===== config.mk =====
export PLATFORM = sky130hd
export DESIGN_NAME = hazard_ctrl_unit
export DESIGN_NICKNAME = d
export VERILOG_FILES = /design/src/rtl/hazard_ctrl_unit.sv
export SDC_FILE = /design/constraint.sdc
export NUM_CORES = 1
export LEC_CHECK = 0
export BUFFER_PORTS_ARGS = -buffer_cell sky130_fd_sc_hd__buf_2
export CAP_MARGIN = 20
export CORE_MARGIN = 4
export CORE_UTILIZATION = 30
export DETAILED_ROUTE_END_ITERATION = 8
export GPL_ROUTABILITY_DRIVEN = 0
export PLACE_DENSITY_LB_ADDON = 0.15
export SYNTH_ARGS = -nofsm -noshare
export SYNTH_HDL_FRONTEND = slang
export SYNTH_SLANG_ARGS = --single-unit

===== constraint.sdc =====
create_clock -name clk -period 1.68 [get_ports clk]
set_input_delay 0.336 -clock clk [delete_from_list [all_inputs] [get_ports clk]]
set_output_delay 0.336 -clock clk [all_outputs]
set_load 0.01 [all_outputs]

===== src/rtl/hazard_ctrl_unit.sv =====
// Hazard controller for the 5-stage RISC-V pipeline: load-use stalls, branch flushes,
// E-stage forwarding selects and sequencing of multi-cycle mul/div operations.
module hazard_ctrl_unit #(
  parameter int LATENCY = 4,
  parameter int CNT_W   = $clog2(LATENCY) + 1
) (
  input  logic       clk,
  input  logic       rst,
  input  logic [4:0] Rs1D,
  input  logic [4:0] Rs2D,
  input  logic [4:0] Rs1E,
  input  logic [4:0] Rs2E,
  input  logic [4:0] RdE,
  input  logic [4:0] RdM,
  input  logic [4:0] RdW,
  input  logic       RegWriteM,
  input  logic       RegWriteW,
  input  logic       LoadE,
  input  logic       PCSrcE,
  input  logic       MdStartE,
  output logic       StallF,
  output logic       StallD,
  output logic       FlushD,
  output logic       StallE,
  output logic       FlushE,
  output logic       FlushM,
  output logic [1:0] ForwardAE,
  output logic [1:0] ForwardBE,
  output logic       MdDoneE
);

  typedef enum logic {IDLE, BUSY} state_t;

  // The start cycle itself is one of the LATENCY cycles and the done cycle another.
  localparam logic [CNT_W-1:0] LOAD_CNT = (LATENCY > 1) ? CNT_W'(LATENCY - 2) : '0;

  state_t           state, nextState;
  logic [CNT_W-1:0] cnt, nextCnt;
  logic             lwStall;

  // NOTE: sequential state uses non-blocking assignments so every register samples
  // pre-edge values; combinational blocks below use blocking assignments.
  always_ff @(posedge clk or posedge rst) begin
    if (rst) begin
      state <= IDLE;
      cnt   <= '0;
    end else begin
      state <= nextState;
      cnt   <= nextCnt;
    end
  end

  assign lwStall = LoadE && (RdE != 5'd0) && ((RdE == Rs1D) || (RdE == Rs2D));

  // NOTE: every output and next-state signal gets a default first so no path
  // through the case statement can infer a latch.
  always_comb begin
    nextState = state;
    nextCnt   = cnt;
    StallF    = 1'b0;
    StallD    = 1'b0;
    FlushD    = 1'b0;
    StallE    = 1'b0;
    FlushE    = 1'b0;
    FlushM    = 1'b0;
    MdDoneE   = 1'b0;
    ForwardAE = 2'b00;
    ForwardBE = 2'b00;

    // M-stage results are younger than W-stage ones, so M wins; x0 is never forwarded.
    if (RegWriteM && (RdM != 5'd0) && (RdM == Rs1E))      ForwardAE = 2'b10;
    else if (RegWriteW && (RdW != 5'd0) && (RdW == Rs1E)) ForwardAE = 2'b01;
    if (RegWriteM && (RdM != 5'd0) && (RdM == Rs2E))      ForwardBE = 2'b10;
    else if (RegWriteW && (RdW != 5'd0) && (RdW == Rs2E)) ForwardBE = 2'b01;

    case (state)
      IDLE: begin
        if (MdStartE) begin
          if (LATENCY > 1) begin
            StallF    = 1'b1;
            StallD    = 1'b1;
            StallE    = 1'b1;
            FlushM    = 1'b1;
            nextState = BUSY;
            nextCnt   = LOAD_CNT;
          end else begin
            MdDoneE = 1'b1;
          end
        end else begin
          StallF = lwStall && !PCSrcE;
          StallD = lwStall && !PCSrcE;
          FlushD = PCSrcE;
          FlushE = lwStall || PCSrcE;
        end
      end
      BUSY: begin
        if (cnt != '0) begin
          StallF  = 1'b1;
          StallD  = 1'b1;
          StallE  = 1'b1;
          FlushM  = 1'b1;
          nextCnt = cnt - CNT_W'(1);
        end else begin
          MdDoneE   = 1'b1;
          nextState = IDLE;
        end
      end
      default: nextState = IDLE;
    endcase

    // Reset silences every output immediately, without waiting for a clock edge.
    if (rst) begin
      StallF    = 1'b0;
      StallD    = 1'b0;
      FlushD    = 1'b0;
      StallE    = 1'b0;
      FlushE    = 1'b0;
      FlushM    = 1'b0;
      MdDoneE   = 1'b0;
      ForwardAE = 2'b00;
      ForwardBE = 2'b00;
    end
  end

endmodule


==> flow_metrics.tcl, run 1 <==
set metrics [dict create \
    dpl.cell_count 184 \
    max_stage_delay_ns 0.49 \
    instances_no_fill 191 \
    first_global_vias 867 \
    p_leak_nw 0.640 \
    cts_hold_buf 0 \
    synth_edf_count 0 \
    fin_crit_sh_pct 119 \
    yosysTopAreaCell "xor2_1" \
    outcome "finished with violations" \
    synthAdderAreaFrac_pct 3.69 \
    antenna_found_initial 0 \
    synth_compound_area_share_pct 10.5 \
    drc 0 \
    syn_area_um2 678 \
    drive_above_1_share_pct 64.0 \
    min_period_ns 2.00 \
    ys_seq_area_share_pct 14.8 \
    tritoncts "yes" \
    wl_per_cell_um 11.9 \
    floorplan.initialDensity_pct 32.9 \
    io_buffers 52 \
    synth_xor_area_share_pct 38.7 \
    cts_buffers 3 \
    drt-total-wl_mm 2.28 \
    synth_common_cells "xor2_1 (20), xnor2_1 (10), nor2_1 (7)" \
    cts_root_buffer "clkbuf_4" \
    slowest_stage "or4_4" \
    io_pins 53 \
    async_reset_ff_share_pct 100 \
    setup_violations 10 \
    fin_nets 210 \
    synth-simple-area-share_pct 27.3 \
    synth_cells 85 \
    min_path_type "primary input to asynchronous set/reset pin" \
    grt_max_degree 7 \
    die_area_um2 3090 \
    syn2layout_area_growth_pct 99.1 \
    ant_nets 0 \
    yosysMostFrequentCell "xor2_1" \
    diodes 0 \
    drt_pass1_iterations 4 \
    dp_hpwl_mm 1.89 \
    path_max_fanout 2 \
    slew_headroom_pct 81.0 \
    ys.flop_type "dfrtp_1" \
    critPathArrivalTime_ns 1.66 \
    drv_cap 0 \
    final_area_um2 1350 \
    required_ns 1.34 \
    grt_usage_pct 15.2 \
    ys_ff_latch 4 \
    synth_top_family_by_area "XOR/XNOR gates" \
    routed_via_density 4.51 \
    synth_top_area_share_pct 25.8 \
    fin_total_pwr_mw 1.02 \
    critPathCaptureType "primary output" \
    place_area_um2 1160 \
    hold_violations 0 \
    ctsLongestPathBuffers 2 \
    crit_type "flop to primary output" \
    grt_setup_unrepaired "true" \
    vdd_drop_max_mv 0.518 \
    grt-ovfl-total 0 \
    syn_nets 129 \
    ys_types 24 \
    finalWorstSetupSlack_ns -0.321 \
    core_um2 2060 \
    synthMuxAreaShare_pct 0 \
    violations "setup timing" \
    powerDensity_nw_per_um2 759 \
    drtIter0Drc 8 \
    avgSynthCellArea_um2 7.98 \
    worstPathCellList "inv_2 -> ha_4 -> nand2b_4 -> nor2_2 -> or4_4 -> o22ai_4 -> buf_2" \
    die_h_um 55.5 \
    num_rows 16 \
    clock-sinks 4 \
    clock.fmax_ghz 0.500 \
    clk_latency_ns 0.23 \
    die-width_um 55.5 \
    cts.clk_slew.worst_paths_ns 0.04 \
    yosys-top-cells-area "xor2_1 (26%), dfrtp_1 (15%), xnor2_1 (13%), or4_1 (6.6%), nor2_1 (3.9%)" \
    grt_pass1_wl_mm 3.78 \
    finClkSkew_ns 0.00256 \
    ys_warn_count 0 \
    route.vias.total 862 \
    slew_viol_final 0 \
    setup.worst_path.start_class "flop" \
    worstMarginPinSlew_ns 0.284 \
    htreeDepth 1 \
]
[cells in the final DEF, fill, tap and decap left out, types with 3 or more instances in the layout]
master	count
dfrtp_1	4
buf_2	45
xnor2_1	10
nand3_1	3
nor2_1	5
o21ai_0	3
xor2_1	20
clkbuf_4	3
buf_4	26
buf_6	7
or4_4	5
[metrics by stage]
step / utilization (%) / setup TNS [ns] / hold WS, ns / worst slack [ns]
final: 65.5 / -1.96 / 0.0935 / -0.321
after global routing: 65.5 / -2.60 / 0.0840 / -0.411
after CTS: 62.0 / -2.22 / 0.0904 / -0.337
after detailed placement: 56.3 / -1.38 / 0.340 / -0.268
after global placement: 56.3 / -1.22 / 0.342 / -0.241
after floorplan: - / -0.155 / 0.0989 / -0.155
[registers in the layout (all words and copies together) (netlist names)]
signal,cells
state,1
cnt,3
[area by class of cell]
cell class | instances | area (um^2)
flip-flops and latches | 4 | 100
multi-input cells | 74 | 672
well taps | 27 | 33.8
clock buffers | 3 | 22.5
inverters | 5 | 22.5
repair buffers | 78 | 499
fillers | 189 | 712
[layer usage]
| metal | vias up | global-route usage, % | wire (um) |
|---|---|---|---|
| met2 | 29 | 27.5 | 1230 |
| met5 | - | 0 | 0 |
| met3 | 0 | 2.56 | 136 |
| met1 | 373 | 17.8 | 914 |
| met4 | 0 | 5.21 | 0 |
| li1 | 460 | - | - |
[worst max-delay path, delay by kind of cell, from the launching register on]
| family | cells | cell delay (ns) |
|---|---|---|
| and+or+nand+nor | 3 | 0.59 |
| adders and majority gates | 1 | 0.16 |
| AOI/OAI and AO/OA | 1 | 0.13 |
| buffers and inverters | 2 | 0.21 |
| DFF | 1 | 0.33 |
[power by group]
part	internal (mW)	total (mW)	switching, mW	leakage [nW]
clock network	0.0798	0.117	0.0375	0.0138
registers	0.143	0.162	0.0189	0.0462
logic	0.406	0.746	0.340	0.580
total	0.628	1.02	0.396	0.640
[path summary, 6_finish.rpt]
path | startpoint | end | slack [ns] | cells after the start
max in group asynchronous | rst | cnt[0] | 1.48 | 3
max reg2reg | cnt[0] | cnt[0] | 0.15 | 9
max | cnt[0] | StallF | -0.32 | 7
min reg2reg | cnt[2] | cnt[2] | 0.49 | 1
min | rst | state | 0.09 | 3
min in group clk | cnt[2] | cnt[2] | 0.49 | 1
[repair_timing]
item | 4_1_cts | 5_1_grt
gates resized for setup | 16 | 13
endpoints found under the hold margin | 0 | 0
setup endpoints to repair | 10 | 10
buffers inserted | 2 | 2
pin swaps | 8 | 6
[cells by family (layout without fill, tap and decap cells)]
| family | count (synthesis) | count (layout) |
|---|---|---|
| and+or+nand+nor | 31 | 31 |
| xor gates and xnor gates | 30 | 30 |
| AOI/OAI and AO/OA | 11 | 11 |
| buffers and inverters | 7 | 86 |
| DFF | 4 | 4 |
| adders and majority gates | 2 | 2 |
Note: power is estimated with default switching activity, not from simulation.
==> inputs of run 2 (changes only) <==
--- a/config.mk
+++ b/config.mk
@@ -11,7 +11,7 @@
 export CORE_UTILIZATION = 30
 export DETAILED_ROUTE_END_ITERATION = 8
 export GPL_ROUTABILITY_DRIVEN = 0
-export PLACE_DENSITY_LB_ADDON = 0.15
+export PLACE_DENSITY = 0.73
 export SYNTH_ARGS = -nofsm -noshare
 export SYNTH_HDL_FRONTEND = slang
 export SYNTH_SLANG_ARGS = --single-unit
==> flow_metrics.tcl, run 2 (synthesis results as in run 1) <==
set metrics [dict create \
    outcome "finished with violations" \
    violations "setup timing" \
    max_stage_delay_ns 0.49 \
    antenna_found_initial 0 \
    clock-sinks 4 \
    drc 0 \
    cts.clk_slew.worst_paths_ns 0.04 \
    drtIter0Drc 16 \
    finalWorstSetupSlack_ns -0.308 \
    floorplan.initialDensity_pct 32.9 \
    final_common_cell "buf_2" \
    ctsLongestPathBuffers 2 \
    grt_pass1_wl_mm 4.22 \
    min_path_type "primary input to asynchronous set/reset pin" \
    fin_util_pct 69.4 \
    instances_no_fill 194 \
    core_um2 2060 \
    r2r_slack_ns -0.03 \
    ant_nets 0 \
    grt_max_degree 7 \
    num_rows 16 \
    grt_usage_pct 17.2 \
    clk_latency_ns 0.23 \
    largest_reg_flops 3 \
    worstPathCellList "inv_2 -> ha_4 -> nand2b_4 -> nor2_2 -> or4_4 -> o22ai_4 -> buf_2" \
    powerDensity_nw_per_um2 841 \
    preCtsSetupSlack_ns -0.256 \
    drt-total-wl_mm 2.70 \
    diodes 0 \
    slew_viol_final 0 \
    drt_pass1_iterations 4 \
    routed_via_density 4.85 \
    grt_setup_unrepaired "true" \
    cts_root_buffer "clkbuf_4" \
    die-width_um 55.5 \
    io_buffers 52 \
    required_ns 1.34 \
    hold_violations 0 \
    io_pins 53 \
    setup.worst_path.start_class "flop" \
    die_h_um 55.5 \
    fin_nets 213 \
    slew_headroom_pct 72.2 \
    fin_crit_sh_pct 118 \
    tritoncts "yes" \
    die_area_um2 3090 \
    worstMarginPinSlew_ns 0.413 \
    route.vias.total 940 \
    cts_buffers 3 \
    first_global_vias 973 \
    p_leak_nw 0.672 \
    finClkSkew_ns 0.00216 \
    seq_area_um2 100 \
    vdd_drop_max_mv 0.513 \
    multiInputGateArea_um2 699 \
    htreeDepth 1 \
    path_max_fanout 2 \
    syn2layout_area_growth_pct 111 \
    drive_above_1_share_pct 66.5 \
    critPathCaptureType "primary output" \
    regMostFlops "cnt" \
    reg_top3 "cnt (3), state (1)" \
    wl_per_cell_um 13.9 \
    layout_common_cells "buf_2 (42), buf_4 (27), xor2_1 (20)" \
    slowest_stage "or4_4" \
    fillerInstances 163 \
    dpl.cell_count 184 \
    grt-ovfl-total 0 \
    drv_cap 0 \
    dp_hpwl_mm 2.12 \
    min_period_ns 1.99 \
    critPathArrivalTime_ns 1.65 \
    setup_violations 11 \
    clock.fmax_ghz 0.503 \
    crit_type "flop to primary output" \
]
run 2: changes by cell type in the layout (fill, tap and decap cells not counted), moves of 2 or more:
| cell | before | now |
|---|---|---|
| nor2_2 | 2 | 4 |
| buf_6 | 7 | 11 |
| buf_2 | 45 | 42 |
| nor2_1 | 5 | 3 |
run 2: worst paths after layout:
check | depth (start not counted) | endpoint | from
max in group asynchronous | 3 | state | rst
min in group clk | 1 | cnt[2] | cnt[2]
worst min register to register | 1 | cnt[2] | cnt[2]
worst max-delay path | 7 | StallD | cnt[1]
worst min-delay path | 3 | cnt[1] | rst
worst max register to register | 11 | cnt[0] | cnt[1]
run 2: layout make-up:
class	instances	share of cell area, %
Inverter	5	1.57
Tap cell	27	2.36
Sequential cell	4	7.00
Multi-Input combinational cell	74	48.9
Clock buffer	3	1.57
Timing Repair Buffer	81	38.6
run 2: layer usage:
layer / GRT usage, % / wire (um)
met5: 0 / 0
met4: 4.51 / 8
met3: 4.66 / 199
met2: 33.6 / 1510
met1: 17.6 / 978
run 2: worst max-delay path: cells and delay by family (launching register included):
family,cells,cell delay [ns]
AO/OA/AOI/OAI,1,0.11
buffers and inverters,2,0.20
AND/OR/NAND/NOR,3,0.60
flip-flops,1,0.33
adder cells (fa/ha/maj),1,0.17
run 2: timing repair:
item	4_1_cts	5_1_grt
hold buffers	0	0
endpoints found under the setup margin	10	12
resized for setup	29	14
setup buffers	5	2
pin swaps	7	3
run 2: where the power goes:
part / total, mW / leakage [nW] / internal [mW] / switching, mW
Clock: 0.121 / 0.0138 / 0.0801 / 0.0413
Sequential: 0.163 / 0.0462 / 0.143 / 0.0207
Combinational: 0.918 / 0.612 / 0.510 / 0.408
run 2: per-stage QoR:
step | instance area, um^2 | total power [mW] | setup TNS (ns) | hold WS [ns]
after floorplan | 717 | 0.466 | -0.155 | 0.0989
after global placement | 1160 | 0.701 | -1.13 | 0.354
after detailed placement | 1160 | 0.748 | -1.27 | 0.356
after CTS | 1350 | 1.07 | -1.81 | 0.104
after global routing | 1430 | 1.30 | -2.49 | 0.116
final | 1430 | 1.20 | -1.95 | 0.109
==> inputs of run 3 (changes only) <==
==> config.mk (replaced) <==
export PLATFORM = sky130hd
export DESIGN_NAME = hazard_ctrl_unit
export DESIGN_NICKNAME = d
export VERILOG_FILES = /design/src/rtl/hazard_ctrl_unit.sv
export SDC_FILE = /design/constraint.sdc
export NUM_CORES = 1
export LEC_CHECK = 0
export CAP_MARGIN = 20
export CORE_MARGIN = 4
export CORE_UTILIZATION = 30
export DETAILED_ROUTE_END_ITERATION = 8
export DONT_BUFFER_PORTS = 1
export GPL_ROUTABILITY_DRIVEN = 0
export PLACE_DENSITY = 0.52
export SLEW_MARGIN = 20
export SYNTH_ARGS = -nofsm -noshare
export SYNTH_HDL_FRONTEND = slang
export SYNTH_SLANG_ARGS = --single-unit
==> flow_metrics.tcl, run 3 (synthesis results as in run 1) <==
set metrics [dict create \
    worstMarginPinSlew_ns 0.544 \
    slowest_stage "or4_4" \
    internal_power_mw 0.541 \
    core_um2 2060 \
    instances_no_fill 124 \
    powerDensity_nw_per_um2 964 \
    htreeDepth 1 \
    regMostFlops "cnt" \
    fin_util_pct 45.3 \
    syn2layout_area_growth_pct 37.8 \
    hold_depth 3 \
    fillerInstances 201 \
    p_comb_share_pct 68.1 \
    fin_nets 143 \
    vdd_drop_max_mv 0.621 \
    clk_latency_ns 0.24 \
    final_common_cell "xor2_1" \
    cts_root_buffer "clkbuf_4" \
    critPathArrivalTime_ns 1.56 \
    setup.worst_path.start_class "flop" \
    drv_cap 0 \
    first_global_vias 702 \
    ctsLongestPathBuffers 2 \
    io_pins 53 \
    num_rows 16 \
    drive_above_1_share_pct 36.1 \
    routed_via_density 5.11 \
    die-width_um 55.5 \
    slew_headroom_pct 63.4 \
    slew_viol_final 0 \
    reg_top3 "cnt (3), state (1)" \
    fin_crit_sh_pct 113 \
    drt-total-wl_mm 1.97 \
    netSwitchingFraction_pct 40.0 \
    die_h_um 55.5 \
    critPathCaptureType "primary output" \
    outcome "finished with violations" \
    dp_hpwl_mm 1.64 \
    setup_violations 7 \
    ant_nets 0 \
    wl_per_cell_um 15.9 \
    required_ns 1.34 \
    diodes 0 \
    cts_buffers 3 \
    grt_usage_pct 13.7 \
    grt_setup_unrepaired "true" \
    dpl.cell_count 115 \
    drt_pass1_iterations 4 \
    hold_ws_ns 0.388 \
    drc 0 \
    setup_tns_ns -0.812 \
    finClkSkew_ns 0.00687 \
    p_leak_nw 0.336 \
    cts.clk_slew.worst_paths_ns 0.04 \
    layout_common_cells "xor2_1 (20), xnor2_1 (10), buf_4 (10)" \
    finalWorstSetupSlack_ns -0.215 \
    grt_pass1_wl_mm 3.41 \
    clock.fmax_ghz 0.528 \
    min_path_type "primary input to flop" \
    p_clk_share_pct 13.8 \
    hold_violations 0 \
    reg2reg_depth 9 \
    path_max_fanout 2 \
    die_area_um2 3090 \
    io_buffers 0 \
    clock-sinks 4 \
    crit_type "flop to primary output" \
    switchingPower_mw 0.360 \
    largest_reg_flops 3 \
    tritoncts "yes" \
    grt-ovfl-total 0 \
    preCtsSetupSlack_ns -0.105 \
    p_seq_share_pct 18.1 \
    route.vias.total 634 \
    grt_max_degree 8 \
    worstPathCellList "inv_2 -> ha_4 -> nand2b_4 -> nor2_2 -> or4_4 -> o22ai_4" \
    floorplan.initialDensity_pct 32.9 \
    antenna_found_initial 0 \
    drtIter0Drc 18 \
    min_period_ns 1.90 \
    violations "setup timing" \
    max_stage_delay_ns 0.49 \
]
-- run 3: layout make-up --
class,count,area (um^2),share of cell area [%]
Multi-Input combinational cell,74,671,71.8
Inverter,5,22.5,2.41
Clock buffer,3,22.5,2.41
Tap cell,27,33.8,3.61
Sequential cell,4,100,10.7
Timing Repair Buffer,11,85.1,9.10
-- run 3: critical path, delay by kind of cell (launching register included) --
kind / cells / cell delay, ns
AND/OR/NAND/NOR: 3 / 0.60
flip-flops: 1 / 0.33
adder cells (fa/ha/maj): 1 / 0.16
AO/OA/AOI/OAI: 1 / 0.18
buffers and inverters: 1 / 0.05
-- run 3: power groups by stage --
stage | clock network [mW] | registers [mW] | logic, mW
after floorplan | 0 | 0.163 | 0.303
after global placement | 0 | 0.158 | 0.394
after detailed placement | 0 | 0.158 | 0.396
after CTS | 0.129 | 0.163 | 0.580
after global routing | 0.134 | 0.167 | 0.673
final | 0.124 | 0.164 | 0.613
-- run 3: per-stage QoR --
step | instance area (um^2) | power, mW
floorplan | 717 | 0.466
global placement | 773 | 0.553
detailed placement | 773 | 0.555
CTS | 918 | 0.873
global route | 935 | 0.975
finish | 935 | 0.901
-- run 3: layer usage --
metal	track usage (%)	vias up	part of all wire (%)
met5	0	-	0
met4	2.08	0	0.20
met3	5.83	2	6.9
met2	23.5	22	53
met1	16.0	290	40
li1	-	320	-
-- run 3: what timing repair did --
action	4_1_cts	5_1_grt
hold buffers	1	0
gates resized for setup	18	4
setup endpoints to repair	8	9
setup buffers	5	0
pin swaps	5	8
hold endpoints to repair	4	0
cloned	0	0
-- run 3: path summary, 6_finish.rpt --
path	endpoint	from	slack (ns)
min	cnt[2]	MdStartE	0.39
min in group asynchronous	cnt[2]	rst	0.54
max in group asynchronous	cnt[1]	rst	0.95
min reg2reg	cnt[2]	cnt[2]	0.50
max reg2reg	cnt[0]	cnt[1]	0.10
max	StallD	cnt[1]	-0.22
